<file path="config.mk">
export PLATFORM = sky130hd
export DESIGN_NAME = halton5_sbg_sched
export DESIGN_NICKNAME = d
export VERILOG_FILES = /design/src/rtl/halton5_sbg_sched.sv
export SDC_FILE = /design/constraint.sdc
export NUM_CORES = 1
export LEC_CHECK = 0
export ABC_AREA = 1
export CAP_MARGIN = 25
export CELL_PAD_IN_SITES_DETAIL_PLACEMENT = 0
export CELL_PAD_IN_SITES_GLOBAL_PLACEMENT = 1
export CORE_MARGIN = 4
export CORE_UTILIZATION = 36
export DETAILED_ROUTE_END_ITERATION = 10
export GPL_TIMING_DRIVEN = 0
export MAX_ROUTING_LAYER = met4
export PLACE_DENSITY_LB_ADDON = 0.1
export SLEW_MARGIN = 10
export SYNTH_ARGS = -nofsm -noshare
export SYNTH_HDL_FRONTEND = slang
export SYNTH_SLANG_ARGS = --single-unit
</file>
<file path="constraint.sdc">
create_clock -name clk -period 4.17 [get_ports clk]
set_input_delay 0.6255 -clock clk [delete_from_list [all_inputs] [get_ports clk]]
set_output_delay 0.6255 -clock clk [all_outputs]
set_load 0.05 [all_outputs]
</file>
<file path="src/rtl/halton5_sbg_sched.sv">
// Shared base-5 Halton stochastic bitstream generator with round-robin request scheduling.
// One stream at a time: digit-reversed sequence restarts at 0 per accepted request.
module halton5_sbg_sched #(
  parameter int NREQ     = 2,
  parameter int SEQWIDTH = 7,
  parameter int LENWIDTH = 7,
  parameter int PERIOD   = 125,
  parameter int OWW      = (NREQ > 1) ? $clog2(NREQ) : 1
) (
  input  logic                         clk,
  input  logic                         rst,
  input  logic [NREQ-1:0]              req_valid,
  output logic [NREQ-1:0]              req_ready,
  input  logic [NREQ*SEQWIDTH-1:0]     req_src,
  input  logic [NREQ*LENWIDTH-1:0]     req_len,
  output logic                         bit_valid,
  input  logic                         bit_ready,
  output logic                         bit_out,
  output logic [OWW-1:0]               bit_owner,
  output logic                         bit_last,
  output logic                         busy
);

  // state  | meaning
  // S_IDLE | waiting for a request, round-robin grant from ptr
  // S_RUN  | emitting bits of the accepted stream
  localparam logic [0:0] S_IDLE = 1'b0;
  localparam logic [0:0] S_RUN  = 1'b1;

  logic [0:0]          state;
  logic [OWW-1:0]      ptr;
  logic [SEQWIDTH-1:0] src_q;
  logic [LENWIDTH-1:0] len_q;
  logic [LENWIDTH-1:0] cnt;
  logic [2:0]          d0, d1, d2;

  logic                gnt_found;
  logic [OWW-1:0]      gnt_idx;
  logic [SEQWIDTH-1:0] src_in;
  logic [LENWIDTH-1:0] len_in;
  logic [LENWIDTH-1:0] len_eff;
  logic [2:0]          nd0, nd1, nd2;
  logic [SEQWIDTH-1:0] h_next;
  logic [LENWIDTH-1:0] ncnt;

  always_comb begin
    gnt_found = 1'b0;
    gnt_idx   = '0;
    for (int k = 0; k < NREQ; k++) begin
      if (!gnt_found && req_valid[(int'(ptr) + k) % NREQ]) begin
        gnt_found = 1'b1;
        gnt_idx   = OWW'((int'(ptr) + k) % NREQ);
      end
    end
  end

  always_comb begin
    req_ready = '0;
    if (state == S_IDLE && !rst && gnt_found) req_ready[gnt_idx] = 1'b1;
  end

  assign src_in  = req_src[int'(gnt_idx)*SEQWIDTH +: SEQWIDTH];
  assign len_in  = req_len[int'(gnt_idx)*LENWIDTH +: LENWIDTH];
  assign len_eff = (len_in == '0) ? LENWIDTH'(PERIOD) : len_in;

  // d0 is the fastest digit but carries the heaviest weight (digit reversal)
  always_comb begin
    nd0 = (d0 == 3'd4) ? 3'd0 : d0 + 3'd1;
    nd1 = d1;
    nd2 = d2;
    if (d0 == 3'd4) begin
      nd1 = (d1 == 3'd4) ? 3'd0 : d1 + 3'd1;
      if (d1 == 3'd4) nd2 = (d2 == 3'd4) ? 3'd0 : d2 + 3'd1;
    end
  end

  assign h_next = SEQWIDTH'(32'(nd0) * 25 + 32'(nd1) * 5 + 32'(nd2));
  assign ncnt   = cnt + LENWIDTH'(1);
  assign busy   = (state == S_RUN);

  always_ff @(posedge clk) begin
    if (rst) begin
      state     <= S_IDLE;
      ptr       <= '0;
      src_q     <= '0;
      len_q     <= '0;
      cnt       <= '0;
      d0        <= '0;
      d1        <= '0;
      d2        <= '0;
      bit_valid <= 1'b0;
      bit_out   <= 1'b0;
      bit_last  <= 1'b0;
      bit_owner <= '0;
    end else begin
      case (state)
        S_IDLE: begin
          if (gnt_found) begin
            src_q     <= src_in;
            len_q     <= len_eff;
            cnt       <= '0;
            d0        <= '0;
            d1        <= '0;
            d2        <= '0;
            ptr       <= (gnt_idx == OWW'(NREQ-1)) ? '0 : gnt_idx + OWW'(1);
            state     <= S_RUN;
            bit_valid <= 1'b1;
            bit_out   <= (src_in != '0);
            bit_last  <= (len_eff == LENWIDTH'(1));
            bit_owner <= gnt_idx;
          end
        end
        default: begin
          if (bit_valid && bit_ready) begin
            if (bit_last) begin
              state     <= S_IDLE;
              bit_valid <= 1'b0;
              bit_out   <= 1'b0;
              bit_last  <= 1'b0;
            end else begin
              d0       <= nd0;
              d1       <= nd1;
              d2       <= nd2;
              cnt      <= ncnt;
              bit_out  <= (src_q > h_next);
              bit_last <= (ncnt == len_q - LENWIDTH'(1));
            end
          end
        end
      endcase
    end
  end

endmodule

</file>
==> results.md, run 1 <==
* Number of global-route vias before repair at 2707
* Worst setup SP type: flop
* Netlist cell types at 35
* CTS tree: built
* Most frequent cells in the layout: 119 x nand2_1, 73 x inv_1, 38 x clkdlybuf4s50_1, 32 x dfxtp_1, 29 x nor2_1
* DRT iter0 DRCs at 89
* Nets at 578
* DRT Wirelength at 7260 um
* Adder-Cell Fraction of Synth Area at 0.179
* Fin crit share at 0.978
* Clock sink count at 36
* Initial antenna violation count at 0
* Seq/Total Area, Yosys at 0.243
* Fraction of synthesized cell area in xor and xnor cells at 0.0295
* Post-Layout Cell Count at 608
* CTS root buf: clkbuf_8
* WL/cell at 11.9 um
* Crit. End Element: flop
* Htree depth at 2
* Die Wd at 98.8 um
* Share of cells above drive strength 1 at 0.162
* Critical Path AT at 4.27 ns
* RSZ-0062 raised after global routing: yes
* Hold_buf cts at 0
* PD cells at 251 mW/mm^2
* HPWL after DPL at 5590 um
* Site row count at 32
* Critical path class: flop to flop
* FMAX at 0.245 GHz
* Post-Synth Simple-Gate Area at 0.295
* Total chip power at 0.983 mW
* Total GRT Usage at 0.155
* Main combinational cell family by area after synthesis: simple AND/OR/NAND/NOR gates
* CP max FO at 6
* Post-synthesis net count at 517
* Clock Path Buffers at 2
* Final Setup Violations at 0
* GRT overflow at 0
* Maxcap violations at 0
* Drt first pass iters at 4
* Mean Syn Cell Area at 6.69 um^2
* Die ar. at 0.00977 mm^2
* Commonest non-fill, non-tap cell in the layout: nand2_1
* Via-to-Cell Ratio at 4.69
* YS warnings at 0
* Normalized max-slew margin at 0.620
* Seq cells post-synth at 36
* Actual slew at the worst max-slew pin at 0.570 ns
* Number of CTS-inserted buffers at 5
* Starting Density at 0.377
* Diode count at 0
* Final Hold Fails at 0
* Final RePlAce weighted congestion at 0.805
* Synth Area in Compound Gates at 0.131
* DRC at 0
* Port bufs at 38
* Dpl cells at 584
* Post-Synthesis Cells at 444
* Worst Hold Class: flop to flop
* Largest net degree at the start of global routing at 12
* Clk slew on worst S/H paths at 0.08 ns
* Global-route wire length before repair at 12200 um
* Worst vdd ir at 120 uV
* Asr flop ratio synth at 0
* Worst Clk Skew at 0.00637 ns
* Via Count at 2850
* Clock latency on the worst-skew pair at 0.29 ns
* CP required at 4.36 ns
* Core region area at 0.00789 mm^2
* Final Critical Period at 4.08 ns
* Mux cell area share after synthesis at 0
* Final Max Tran Viols at 0
* Number of flops mapped to enable cells by yosys at 0
* Leak at 1.87 nW
* Outcome: complete, no violations
* Synth Cell Area at 0.00297 mm^2
* Boundary Pins at 40
* Remaining antenna violation count at 0
* Die H at 98.8 um
* Area grow syn2layout at 32.1%
* Main synth FF type: dfxtp_1
worst max-delay path, stage by stage (launching register included):
cell and delay (ns):
dfxtp_2 0.33, inv_2 0.08, ha_4 0.16, nand2_8 0.07
buf_6 0.13, nor2_4 0.15, nor2_4 0.07, ha_4 0.24
ha_4 0.26, ha_4 0.19, fa_1 0.53, inv_1 0.06
fa_2 0.36, o221ai_2 0.23, xnor2_2 0.10, ha_1 0.33
nand3_2 0.09, or3_4 0.33, nand3b_1 0.09, nand3_1 0.06
nand2_1 0.08, inv_1 0.04
final cells by class:
type | count | area [um^2]
Clock inverter | 1 | 7.51
Timing Repair Buffer | 54 | 504
Buffer | 10 | 70.1
Tap cell | 102 | 128
Sequential cell | 36 | 726
Fill cell | 787 | 3960
Multi-Input combinational cell | 319 | 2110
Inverter | 79 | 297
Clock buffer | 7 | 86.3
cells in the mapped netlist (6+ instances only):
master | instances | area share
o21ai_0 | 23 | 0.039
nand3_1 | 24 | 0.040
o211ai_1 | 6 | 0.015
xor2_1 | 6 | 0.018
inv_1 | 77 | 0.097
ha_1 | 36 | 0.15
dfxtp_1 | 36 | 0.24
nand3b_1 | 7 | 0.018
nand2_1 | 121 | 0.15
a21oi_1 | 26 | 0.044
nor2_1 | 33 | 0.042
nand2_2 | 6 | 0.013
flip-flops by register name, indices dropped and copies added, names as in the netlist:
name and cells:
cnt 7, bit_last 1, bit_valid 1, src_q 7
busy 1, bit_out 1, d1 3, len_q 7
d0 3, d2 3, bit_owner 1, ptr 1
power breakdown:
group | switching (mW) | total, mW | leakage [nW] | internal (mW)
Clock | 0.135 | 0.270 | 0.0445 | 0.134
Sequential | 0.0165 | 0.383 | 0.297 | 0.366
Combinational | 0.190 | 0.331 | 1.53 | 0.141
Total | 0.342 | 0.983 | 1.87 | 0.642
final timing paths:
| check | start | endpoint | slack, ns | cells past startpoint |
|---|---|---|---|---|
| setup / recovery | d0[0] | bit_out | 0.09 | 21 |
| hold / removal | cnt[4] | cnt[4] | 0.48 | 2 |
| setup reg to reg | d0[0] | bit_out | 0.09 | 21 |
| hold reg to reg | cnt[4] | cnt[4] | 0.48 | 2 |
kinds of logic after synthesis:
| group | Yosys count |
|---|---|
| adder cells (fa/ha/maj) | 40 |
| flip-flops | 36 |
| XOR/XNOR | 10 |
| buffers and inverters | 89 |
| AND/OR/NAND/NOR | 202 |
| AO/OA/AOI/OAI | 67 |
repair_timing:
action                     CTS  global route
gates resized for setup     23            20
cloned                       0             0
pin swaps                   15            15
setup endpoints to repair    1             1
setup buffers               11             5
per-layer routing:
metal	wire length, um	up-vias	global-route usage
li1	-	1532	-
met1	3540	1242	0.202
met2	3280	66	0.248
met3	328	10	0.0262
met4	108	0	0.0410
met5	0	-	-
stage by stage:
stage	setup TNS, ns	hold WS (ns)	util	worst slack (ns)	cell area, um^2
2_1_floorplan	0	0.455	-	0.00761	2980
3_3_place_gp	-0.393	0.465	0.442	-0.393	3490
3_5_place_dp	-0.390	0.473	0.442	-0.390	3490
4_1_cts	-0.0583	0.486	0.477	-0.0583	3760
5_1_grt	-0.0994	0.509	0.497	-0.0994	3920
6_report	0	0.483	0.497	0.0911	3920
No activity file was read; power rests on OpenSTA's default activity.
==> run 2, diff against run 1 <==
- ABC_CLOCK_PERIOD_IN_PS: default -> 4170
- HOLD_SLACK_MARGIN: default -> 0.12
==> results of run 2 <==
The final DEF is identical to that of run 1; final timing and power are the same.
==> run 3, diff against run 2 <==
- CTS_BUF_LIST: default -> sky130_fd_sc_hd__clkbuf_16
- REMOVE_ABC_BUFFERS: default -> 1
==> results.md, run 3 (synthesis gave the netlist of run 1 again) <==
* Outcome: complete, no violations
* Worst vdd ir at 142 uV
* Drt first pass iters at 4
* Site row count at 32
* Most frequent cells in the layout: 119 x nand2_1, 74 x inv_1, 39 x clkdlybuf4s50_1, 32 x dfxtp_1
* HPWL after DPL at 5160 um
* Cells on worst reg2reg path at 23
* Via Count at 2745
* Die Wd at 98.8 um
* Via-to-Cell Ratio at 4.63
* Maxcap violations at 0
* Core region area at 0.00789 mm^2
* Nets at 564
* Design area at 0.00384 mm^2
* Clock sink count at 36
* Hold slack at 0.479 ns
* Initial antenna violation count at 0
* Critical Path AT at 4.21 ns
* DRC at 0
* Setup TNS at 0 ns
* Clock Path Buffers at 2
* Commonest non-fill, non-tap cell in the layout: nand2_1
* Clk slew on worst S/H paths at 0.05 ns
* Hold Path Cell Cnt at 2
* DRT Wirelength at 6700 um
* Crit. End Element: flop
* CP max FO at 3
* DRT iter0 DRCs at 59
* Number of CTS-inserted buffers at 5
* Final Max Tran Viols at 0
* Fin crit share at 0.967
* FMAX at 0.248 GHz
* Placed cell area at 0.00343 mm^2
* Worst Clk Skew at 0.00354 ns
* Share of cells above drive strength 1 at 0.134
* Port bufs at 39
* Boundary Pins at 40
* Remaining antenna violation count at 0
* CTS root buf: clkbuf_16
* RSZ-0062 raised after global routing: yes
* Die ar. at 0.00977 mm^2
* Normalized max-slew margin at 0.412
* CP required at 4.35 ns
* Critical path class: flop to flop
* Leak at 1.85 nW
* Global-route wire length before repair at 11500 um
* Final Setup Violations at 0
* Worst setup SP type: flop
* Largest net degree at the start of global routing at 26
* Starting Density at 0.377
* Die H at 98.8 um
* Area grow syn2layout at 29.3%
* Htree depth at 2
* WL/cell at 11.3 um
* PD cells at 271 mW/mm^2
* Regs by FF count: cnt: 7 flops, len_q: 7 flops, src_q: 7 flops
* Worst Hold Class: flop to flop
* Total GRT Usage at 0.146
* Finished Core Util at 0.487
* CTS tree: built
* Final Critical Period at 4.03 ns
* Clock latency on the worst-skew pair at 0.28 ns
* Final Hold Fails at 0
* Diode count at 0
* Actual slew at the worst max-slew pin at 0.879 ns
* Number of global-route vias before repair at 2610
* Dpl cells at 576
* Final RePlAce weighted congestion at 0.795
* GRT overflow at 0
* Post-Layout Cell Count at 593
## run 3: power breakdown
part / total [mW] / internal, mW / switching, mW
Combinational: 0.306 / 0.127 / 0.179
Sequential: 0.384 / 0.367 / 0.0167
Clock: 0.352 / 0.215 / 0.138
## run 3: cell type report
class | instances | area [um^2]
multi-input combinational | 319 | 2080
clock inverter | 2 | 8.76
sequential | 36 | 726
tap | 102 | 128
fill | 806 | 4050
inverter | 79 | 297
timing repair buffer | 50 | 477
clock buffer | 5 | 125
## run 3: path summary, 6_finish.rpt
kind | start | to | slack, ns
worst max-delay path | d1[0] | bit_out | 0.14
worst min-delay path | d2[2] | d2[2] | 0.48
worst max register to register | d1[0] | bit_out | 0.14
worst min register to register | d2[2] | d2[2] | 0.48
## run 3: worst max-delay path, cell delays in order (launching register included)
cell	delay [ns]
dfxtp_2	0.35
inv_2	0.07
ha_4	0.16
nand2_4	0.08
a21oi_1	0.07
a21oi_2	0.19
ha_4	0.24
ha_4	0.26
ha_4	0.19
fa_1	0.51
ha_1	0.32
nand3_2	0.07
nand3_2	0.07
nand2_1	0.06
nand2_1	0.06
a21oi_2	0.16
xor2_2	0.09
ha_1	0.31
nand3_2	0.06
or3_1	0.32
nand3b_1	0.10
nand3_1	0.07
nand2_1	0.08
inv_1	0.04
## run 3: stage by stage
step	power, mW	worst slack [ns]
6_report	1.04	0.138
5_1_grt	1.12	-0.141
4_1_cts	1.06	0.00181
3_5_place_dp	0.685	-0.556
3_3_place_gp	0.679	-0.527
2_1_floorplan	0.588	-0.125
## run 3: routing by layer
metal,global-route usage,wire length (um),vias to the layer above
li1,-,-,1507
met2,0.239,3010,46
met4,0.0473,102,0
met1,0.183,3330,1184
met3,0.0276,260,8
met5,-,0,-
## run 3: what timing repair did
item | CTS | global route
endpoints found under the hold margin | 0 | 0
setup endpoints to repair | 1 | 3
pin swaps | 18 | 13
gates resized for setup | 24 | 17
hold buffers | 0 | 0
buffers inserted | 7 | 3
